--- src/rtl/ram_pkg.sv ---
// Shared definitions for the RAM BIST controller: FSM state encoding and the
// test pattern generator, which the compare stage also uses.
package ram_pkg;

    localparam int unsigned PAT_W = 64;

    typedef enum logic [2:0] {
        IDLE  = 3'd0,
        WR    = 3'd1,
        RD    = 3'd2,
        DRAIN = 3'd3,
        DONE  = 3'd4
    } bist_state_t;

    // P(a) = a ^ seed, optionally inverted; callers truncate to their word width.
    function automatic logic [PAT_W-1:0] pat_word(
        input logic [PAT_W-1:0] a,
        input logic [PAT_W-1:0] seed,
        input logic             invert
    );
        return (a ^ seed) ^ {PAT_W{invert}};
    endfunction

endpackage

--- src/rtl/bist_cmp.sv ---
// BIST compare stage: registers each read address, checks the RAM's registered
// output one cycle later, counts mismatches and latches the first failing address.
module bist_cmp
    import ram_pkg::*;
#(
    parameter int unsigned data_width = 8,
    parameter int unsigned addr_width = 3,
    parameter logic [7:0]  SEED       = 8'hA5
) (
    input  logic                  clk,
    input  logic                  rst,
    input  logic                  i_clr,
    input  logic                  i_rd_fire,
    input  logic [addr_width-1:0] i_rd_addr,
    input  logic                  i_rd_inv,
    input  logic [data_width-1:0] i_ram_dout,
    output logic [addr_width+1:0] o_err_count,
    output logic [addr_width-1:0] o_fail_addr,
    output logic                  o_mismatch_c
);

    localparam int unsigned      CNT_W   = addr_width + 2;
    localparam logic [CNT_W-1:0] CNT_MAX = {CNT_W{1'b1}};

    logic                  r_valid;
    logic [addr_width-1:0] r_addr;
    logic                  r_inv;
    logic                  r_first_seen;
    logic [data_width-1:0] w_expected;

    assign w_expected   = data_width'(pat_word(PAT_W'(r_addr), PAT_W'(SEED), r_inv));
    assign o_mismatch_c = r_valid && (i_ram_dout != w_expected);

    always_ff @(posedge clk or posedge rst) begin
        if (rst) begin
            r_valid      <= 1'b0;
            r_addr       <= '0;
            r_inv        <= 1'b0;
            r_first_seen <= 1'b0;
            o_err_count  <= '0;
            o_fail_addr  <= '0;
        end else if (i_clr) begin
            r_valid      <= 1'b0;
            r_addr       <= '0;
            r_inv        <= 1'b0;
            r_first_seen <= 1'b0;
            o_err_count  <= '0;
            o_fail_addr  <= '0;
        end else begin
            r_valid <= i_rd_fire;
            r_addr  <= i_rd_addr;
            r_inv   <= i_rd_inv;
            if (o_mismatch_c) begin
                if (o_err_count != CNT_MAX) begin
                    o_err_count <= o_err_count + CNT_W'(1);
                end
                if (!r_first_seen) begin
                    o_fail_addr  <= r_addr;
                    r_first_seen <= 1'b1;
                end
            end
        end
    end

endmodule

--- src/rtl/ram_bist_ctrl.sv ---
// BIST initiator for a single-port synchronous RAM: writes/reads back a seeded
// pattern over every address, then repeats with the inverted pattern.
module ram_bist_ctrl
    import ram_pkg::*;
#(
    parameter int unsigned data_width = 8,
    parameter int unsigned addr_width = 3,
    parameter logic [7:0]  SEED       = 8'hA5
) (
    input  logic                  clk,
    input  logic                  rst,
    input  logic                  start,
    output logic [addr_width-1:0] ram_addr,
    output logic [data_width-1:0] ram_din,
    output logic                  ram_we,
    input  logic [data_width-1:0] ram_dout,
    output logic                  busy,
    output logic                  done,
    output logic                  pass,
    output logic [addr_width+1:0] err_count,
    output logic [addr_width-1:0] fail_addr
);

    localparam logic [addr_width-1:0] ADDR_LAST = {addr_width{1'b1}};

    bist_state_t           r_state;
    logic [addr_width-1:0] r_addr;
    logic                  r_pass_idx;

    logic                  w_accept;
    logic                  w_rd_fire;
    logic                  w_mismatch;
    logic [addr_width-1:0] w_addr_inc;

    assign w_accept   = start && ((r_state == IDLE) || (r_state == DONE));
    assign w_rd_fire  = (r_state == RD);
    assign w_addr_inc = r_addr + addr_width'(1);

    function automatic logic [data_width-1:0] f_pat(
        input logic [addr_width-1:0] a,
        input logic                  inv
    );
        return data_width'(pat_word(PAT_W'(a), PAT_W'(SEED), inv));
    endfunction

    bist_cmp #(
        .data_width (data_width),
        .addr_width (addr_width),
        .SEED       (SEED)
    ) u_cmp (
        .clk          (clk),
        .rst          (rst),
        .i_clr        (w_accept),
        .i_rd_fire    (w_rd_fire),
        .i_rd_addr    (r_addr),
        .i_rd_inv     (r_pass_idx),
        .i_ram_dout   (ram_dout),
        .o_err_count  (err_count),
        .o_fail_addr  (fail_addr),
        .o_mismatch_c (w_mismatch)
    );

    // Sequencer: outputs are registered so each state's RAM command is on the pins while in it.
    always_ff @(posedge clk or posedge rst) begin
        if (rst) begin
            r_state    <= IDLE;
            r_addr     <= '0;
            r_pass_idx <= 1'b0;
            ram_addr   <= '0;
            ram_din    <= '0;
            ram_we     <= 1'b0;
            busy       <= 1'b0;
            done       <= 1'b0;
            pass       <= 1'b0;
        end else begin
            unique case (r_state)
                IDLE, DONE: begin
                    if (start) begin
                        r_state    <= WR;
                        r_addr     <= '0;
                        r_pass_idx <= 1'b0;
                        ram_addr   <= '0;
                        ram_din    <= f_pat('0, 1'b0);
                        ram_we     <= 1'b1;
                        busy       <= 1'b1;
                        done       <= 1'b0;
                        pass       <= 1'b0;
                    end
                end
                WR: begin
                    if (r_addr == ADDR_LAST) begin
                        r_state  <= RD;
                        r_addr   <= '0;
                        ram_addr <= '0;
                        ram_din  <= '0;
                        ram_we   <= 1'b0;
                    end else begin
                        r_addr   <= w_addr_inc;
                        ram_addr <= w_addr_inc;
                        ram_din  <= f_pat(w_addr_inc, r_pass_idx);
                    end
                end
                RD: begin
                    if (r_addr == ADDR_LAST) begin
                        r_state <= DRAIN;
                        r_addr  <= '0;
                    end else begin
                        r_addr   <= w_addr_inc;
                        ram_addr <= w_addr_inc;
                    end
                end
                DRAIN: begin
                    if (!r_pass_idx) begin
                        r_state    <= WR;
                        r_pass_idx <= 1'b1;
                        r_addr     <= '0;
                        ram_addr   <= '0;
                        ram_din    <= f_pat('0, 1'b1);
                        ram_we     <= 1'b1;
                    end else begin
                        // The last word is being compared this cycle, so fold it into pass.
                        r_state <= DONE;
                        busy    <= 1'b0;
                        done    <= 1'b1;
                        pass    <= (err_count == '0) && !w_mismatch;
                    end
                end
                default: begin
                    r_state <= IDLE;
                end
            endcase
        end
    end

endmodule
--- config.mk ---
export PLATFORM = sky130hd
export DESIGN_NAME = ram_bist_ctrl
export DESIGN_NICKNAME = d
export VERILOG_FILES = /design/src/rtl/ram_pkg.sv /design/src/rtl/bist_cmp.sv /design/src/rtl/ram_bist_ctrl.sv
export SDC_FILE = /design/constraint.sdc
export NUM_CORES = 1
export LEC_CHECK = 0
export ABC_AREA = 1
export BUFFER_PORTS_ARGS = -buffer_cell sky130_fd_sc_hd__buf_2
export CORE_MARGIN = 4
export CORE_UTILIZATION = 35
export CTS_CLUSTER_DIAMETER = 60
export DETAILED_ROUTE_END_ITERATION = 8
export MAX_ROUTING_LAYER = met4
export RECOVER_POWER = 25
export SLEW_MARGIN = 20
export SYNTH_ARGS = -nofsm -noshare
export SYNTH_HDL_FRONTEND = slang
export SYNTH_HIERARCHICAL = 1
export SYNTH_SLANG_ARGS = --single-unit
--- constraint.sdc ---
create_clock -name clk -period 1.7 [get_ports clk]
set_clock_uncertainty 0.05 [all_clocks]
set_input_delay 0.085 -clock clk [delete_from_list [all_inputs] [get_ports clk]]
set_output_delay 0.085 -clock clk [all_outputs]
set_load 0.01 [all_outputs]
---- Word level (Yosys, flattened, before mapping) ----
Cells that the tools add are included.
word-level totals
  register bits ........................... 36
  input port bits ......................... 11
  output and inout port bits .............. 23
  logic and storage cells ................. 97
cells by class
  add/subtract/negate cells ............... 2
  equal/unequal tests ..................... 14
  mux-type cells .......................... 38
  bitwise logic cells ..................... 4
  reduce and logical (&&, ||, !) cells .... 24
operator list
  kind                   number
  $mux W3                12
  $mux W8                3
  $pmux W3 S4            2
  $pmux W8 S3            1
  $xor A8 B8 Y8          2
  $mux W5                3
  $ne A2 B2 Y1 const B   6
  $reduce_and A3 Y1      4
  $mux W1                11
  $pmux W3 S3            1
  $ne A8 B8 Y1           1
  $not A2 Y4             2
  $pmux W1 S2            4
  $reduce_and A4 Y1      2
  $eq A3 B2 Y1 const B   2
  $eq A3 B3 Y1 const B   2
  $reduce_and A2 Y1      3
  $reduce_bool A2 Y1     3
  $reduce_bool A3 Y1     2
  $add A5 B1 Y5 const B  1
  $logic_not A5 Y1       1
  $ne A5 B5 Y1 const B   1
  $reduce_bool A4 Y1     1
  $reduce_or A2 Y1       2
  other kinds (8)        10

---- Longest topological paths before layout ----
  depth in word-level cells ............... 8
  gate-level depth with buffers ........... 12
  gate-level depth less buffers ........... 12

---- Cells and area by module ----
Netlist, hierarchy kept.
modules (own cells, without submodules)
  module         times used  cells each  area an instance (um^2)  seq. area each (um^2)
  ram_bist_ctrl  1           138         1058.5                   475.5
  bist_cmp       1           115         825.8                    350.3

---- Least setup slack after synthesis ----
Ideal clock, no wire load.
  kind .................................... flip-flop to flip-flop
  start ................................... reg r_state[1]
  end ..................................... reg u_cmp.o_err_count[2]
  setup time .............................. 0.118 ns
  data arrival time ....................... 1.424 ns
  required time ........................... 1.532 ns
  slack ................................... 0.107 ns
  cell stages (with the launch flop) ...... 7
  buffers on the path ..................... 0
  period minus slack after synthesis ...... 1.593 ns
  cell sequence ........................... dfrtp_1 nor2_1 nand2_1 inv_1 clkinv_1 nand3_1 nand2_1
between the ends
  word-level cells in the longest chain between the ends .. 5
  elaborated cells on any way between the ends .. 8
  classes of those cells .................. eq/ne (1); mux (1); reduce/logical (6)
RTL lines
  element                                           RTL line             source
  start: declaration                                ram_bist_ctrl.sv:26  bist_state_t r_state;
  start signal: assignment                          ram_bist_ctrl.sv:66  r_state <= IDLE;
  start signal: assignment                          ram_bist_ctrl.sv:79  r_state <= WR;
  start signal: assignment                          ram_bist_ctrl.sv:92  r_state <= RD;
  $eq A3 B3 Y1 or $logic_not A3 Y1 (tied branches)  ram_bist_ctrl.sv:35  assign w_accept = start && ((r_state == IDLE) || (r_state == DONE));
  $logic_or A1 B1 Y1 (*)                            ram_bist_ctrl.sv:35
  $logic_and A1 B1 Y1 (*)                           ram_bist_ctrl.sv:35
  named net w_accept                                ram_bist_ctrl.sv:30  logic w_accept;
  $reduce_bool A2 Y1 (no line)                      --
  $reduce_and A2 Y1 (no line)                       --
  end signal: assignment                            bist_cmp.sv:55       o_err_count <= o_err_count + CNT_W'(1);
  end: declaration                                  bist_cmp.sv:17       output logic [addr_width+1:0] o_err_count,
The timed path passes the listed nets; every way through them passes the cells marked *.
A chain may end at the register's enable or synchronous reset.

==> results by group <==
Drt
  • Final wirelength: 3850 µm
  • Wire length per cell: 10.5 µm
  • DR iter-0 viols: 44
  • Vias: between 1500 and 2000
  • Vias per Instance: between 4 and 5
  • Drt pass-1 iters: 4
  • ANT nets after route: 0
  • Residual DRC: 0

Run
  • Max Cap Viol: 0

Final layout
  • Area growth, synth to finish: 20.3%
  • Ratio of cells with drive above 1 in the final layout: 0.224
  • Fill cells: 538
  • Fin util: 0.438
  • Diodes inserted: 0
  • Nets: 309

Floorplanning
  • Num rows: 26
  • Die width: slightly above 80 µm
  • Core area: 5170 µm²
  • IO Pins: 34
  • Initial Utilization: 0.364
  • Die area: roughly 6600 µm²
  • Chip height: about 81 µm

Pwr
  • Power per cell area: roughly 1700 nW/µm²
  • Peak VDD IR: about 0.84 mV
  • Pleak: roughly 1.3 nW

Placed design
  • RD Place Congestion: 0.836
  • PortBufs: 33
  • Pre-CTS setup slack: 0.106 ns
  • Post-DP HPWL: between 2000 and 3000 µm

Setup path
  • Crit start category: register
  • Worst Path Max Fanout: 8
  • Crit path largest cell delay: approximately 0.42 ns
  • Most used cell along the critical path: nand2_1
  • CP Cell Sequence: ha_1 > ha_1 > inv_2 > nand2_1 > nand2_1 > nand3_1 > nand2_1 > nand2_1 > nand2_1
  • Critical Path End Type: register
  • Worst EP required: ~1.9 ns
  • Slowest-stage cell, CP: dfrtp_1
  • Critical Path AT: about 1.7 ns
  • WS Path Type: reg2reg

Synthesis
  • Synth Instances: 253
  • Register area share after synthesis: 0.438
  • Synth Warn #: 6
  • Compound-Gate Fraction of Synth Area: 0.0425
  • Largest family of logic cells by synthesized area: simple AND/OR/NAND/NOR gates
  • Syn_area_per_cell: around 7.4 µm²
  • Cell Area, Synth: ~1900 µm²
  • Top cell type by total area after synthesis: dfrtp_1
  • Top-count cell post-synth: nand2_1
  • Post-Synth Simple-Gate Area: 0.384
  • Post-Synth XOR/XNOR Area: 0.00930
  • Main synth FF type: dfrtp_1
  • Proportion of synthesized area in mux cells: 0
  • #FFs+latches synth: 33
  • Syn nets: roughly 270
  • Most area-consuming cells after synthesis: dfrtp_1 (44%), nand2_1 (16%), inv_1 (7.4%), nand3_1 (7.2%), nor2_1 (5.2%)
  • Number of synthesized flops with an enable pin: 0
  • Synth cell types: 27
  • Post-synth top area share: 0.438
  • Async SR Flop Fraction: 1.00
  • Synth cell count leaders: nand2_1 (79), inv_1 (37), dfrtp_1 (33), nand3_1 (27), nor2_1 (26)
  • Post-synthesis adder-cell area fraction: 0.0266

GRT
  • Met1 Usage GRT: 0.163
  • Largest net degree at the start of global routing: 20
  • GRT overflow: 0
  • Gr busiest metal: met2
  • Met2 usage: 0.217
  • GRT Overall Usage: 0.136
  • Vias in the first global route: approximately 1600
  • Initial antenna violation count: 0
  • Met3 Use GR: 0.0344
  • First-pass GRT wire length: a little under 7000 µm

STA
  • Max-slew violation count: 0
  • Worst Tran Pin Value: 1.03 ns
  • Final hold viol count: 0
  • Tcrit/Tclk final: 0.909
  • RSZ-0062 raised after global routing: no
  • Final Critical Period: ~1.5 ns
  • Post-Route Setup TNS: 0 ns
  • Achievable frequency: 0.647 GHz
  • Finish-stage setup viols: 0
  • PnR worst setup slack: 0.155 ns
  • Max_slew headroom: 0.316

Hold path
  • Type of the worst min-delay path: in2reg

Clock network
  • Longest Clk Path Bufs: 2
  • CTS buffer count: 5
  • CTS sink cnt: 33
  • CTS tree: done
  • Clock root buffer: clkbuf_8
  • Clock Latency Late Sink: slightly below 0.3 ns
  • CTS clk-pin slew, worst paths: 0.07 ns
  • CTS H-tree lvls: 2

Status
  • Status: complete, no violations
## cells in the final DEF, fill, tap and decap left out, drive strengths merged
| cell type | n |
|---|---|
| ha | 4 |
| nand3 | 30 |
| dlygate4sd3 | 1 |
| o21a | 1 |
| xnor2 | 1 |
| o21ai | 8 |
| inv | 42 |
| nor2 | 29 |
| nand2 | 89 |
| clkinvlp | 1 |
| a21oi | 2 |
| buf | 35 |
| xor2 | 1 |
| o21bai | 3 |
| nand3b | 1 |
| bufinv | 1 |
| and3 | 1 |
| clkbuf | 9 |
| nand4 | 3 |
| dfrtp | 33 |
## per-stage QoR
step / cell area (µm²) / hold WS [ns] / cells / total power [W]
global route: 2270 / 0.111 / 365 / 0.00418
CTS: 2270 / 0.0771 / 365 / 0.00384
floorplan: 1880 / -0.0758 / 253 / 0.00257
detailed placement: 2140 / 0.0969 / 356 / 0.00306
finish: 2270 / 0.0721 / 365 / 0.00379
global placement: 2140 / 0.0974 / 356 / 0.00305
## flip-flops by register name, summed over array words and instances, names as in the netlist, 3 cells and up
name,cells
r_addr,3
ram_din,5
r_state,3
u_cmp/o_err_count,5
u_cmp/r_addr,3
u_cmp/o_fail_addr,3
ram_addr,3
## power by group
part | total (W) | switching (W) | internal (W)
sequential | 0.00132 | 0.000244 | 0.00107
combinational | 0.00171 | 0.00105 | 0.000665
clock | 0.000756 | 0.000278 | 0.000478
total | 0.00379 | 0.00157 | 0.00222
## timing repair
action	CTS	global route
hold endpoints to repair	33	0
endpoints found under the setup margin	0	11
buffers inserted	0	0
resized for setup	0	3
hold buffers	1	0
## area by class of cell
cell class / count / area, µm² / share of cell area
Sequential cell: 33 / 826 / 0.364
Multi-Input combinational cell: 173 / 871 / 0.384
Timing Repair Buffer: 38 / 200 / 0.0883
Inverter: 43 / 165 / 0.0729
Tap cell: 70 / 87.6 / 0.0387
Clock inverter: 1 / 30.0 / 0.0133
Clock buffer: 7 / 86.3 / 0.0381
## path summary, 6_finish.rpt
path                            startpoint              end  slack [ns]  cells after the start
worst max-delay path             r_addr[0]       ram_din[0]        0.15                      9
worst min-delay path                 start             pass        0.07                      4
worst max register to register   r_addr[0]       ram_din[0]        0.15                      9
worst min register to register      ram_we           ram_we        0.43                      2
max in group asynchronous              rst             done        0.37                      4
min in group asynchronous              rst  u_cmp/r_addr[0]        0.34                      3
## per-layer routing
layer,share of wire,routed length (µm),vias up
li1,-,-,862
met2,0.44,1690,25
met4,0.015,58,0
met1,0.50,1940,694
met5,0,0,-
met3,0.041,158,7
## kinds of logic after synthesis
family	count (synthesis)
AOI/OAI and AO/OA	14
xor gates and xnor gates	2
adders and majority gates	4
buffers and inverters	47
DFF	33
and+or+nand+nor	153
## worst max-delay path: cells and delay by family, from the launching register on
kind / cells / cell delay [ns]
adders and majority gates: 2 / 0.45
DFF: 1 / 0.42
buffers and inverters: 1 / 0.14
and+or+nand+nor: 6 / 0.41
Note: power is estimated with default switching activity, not from simulation.
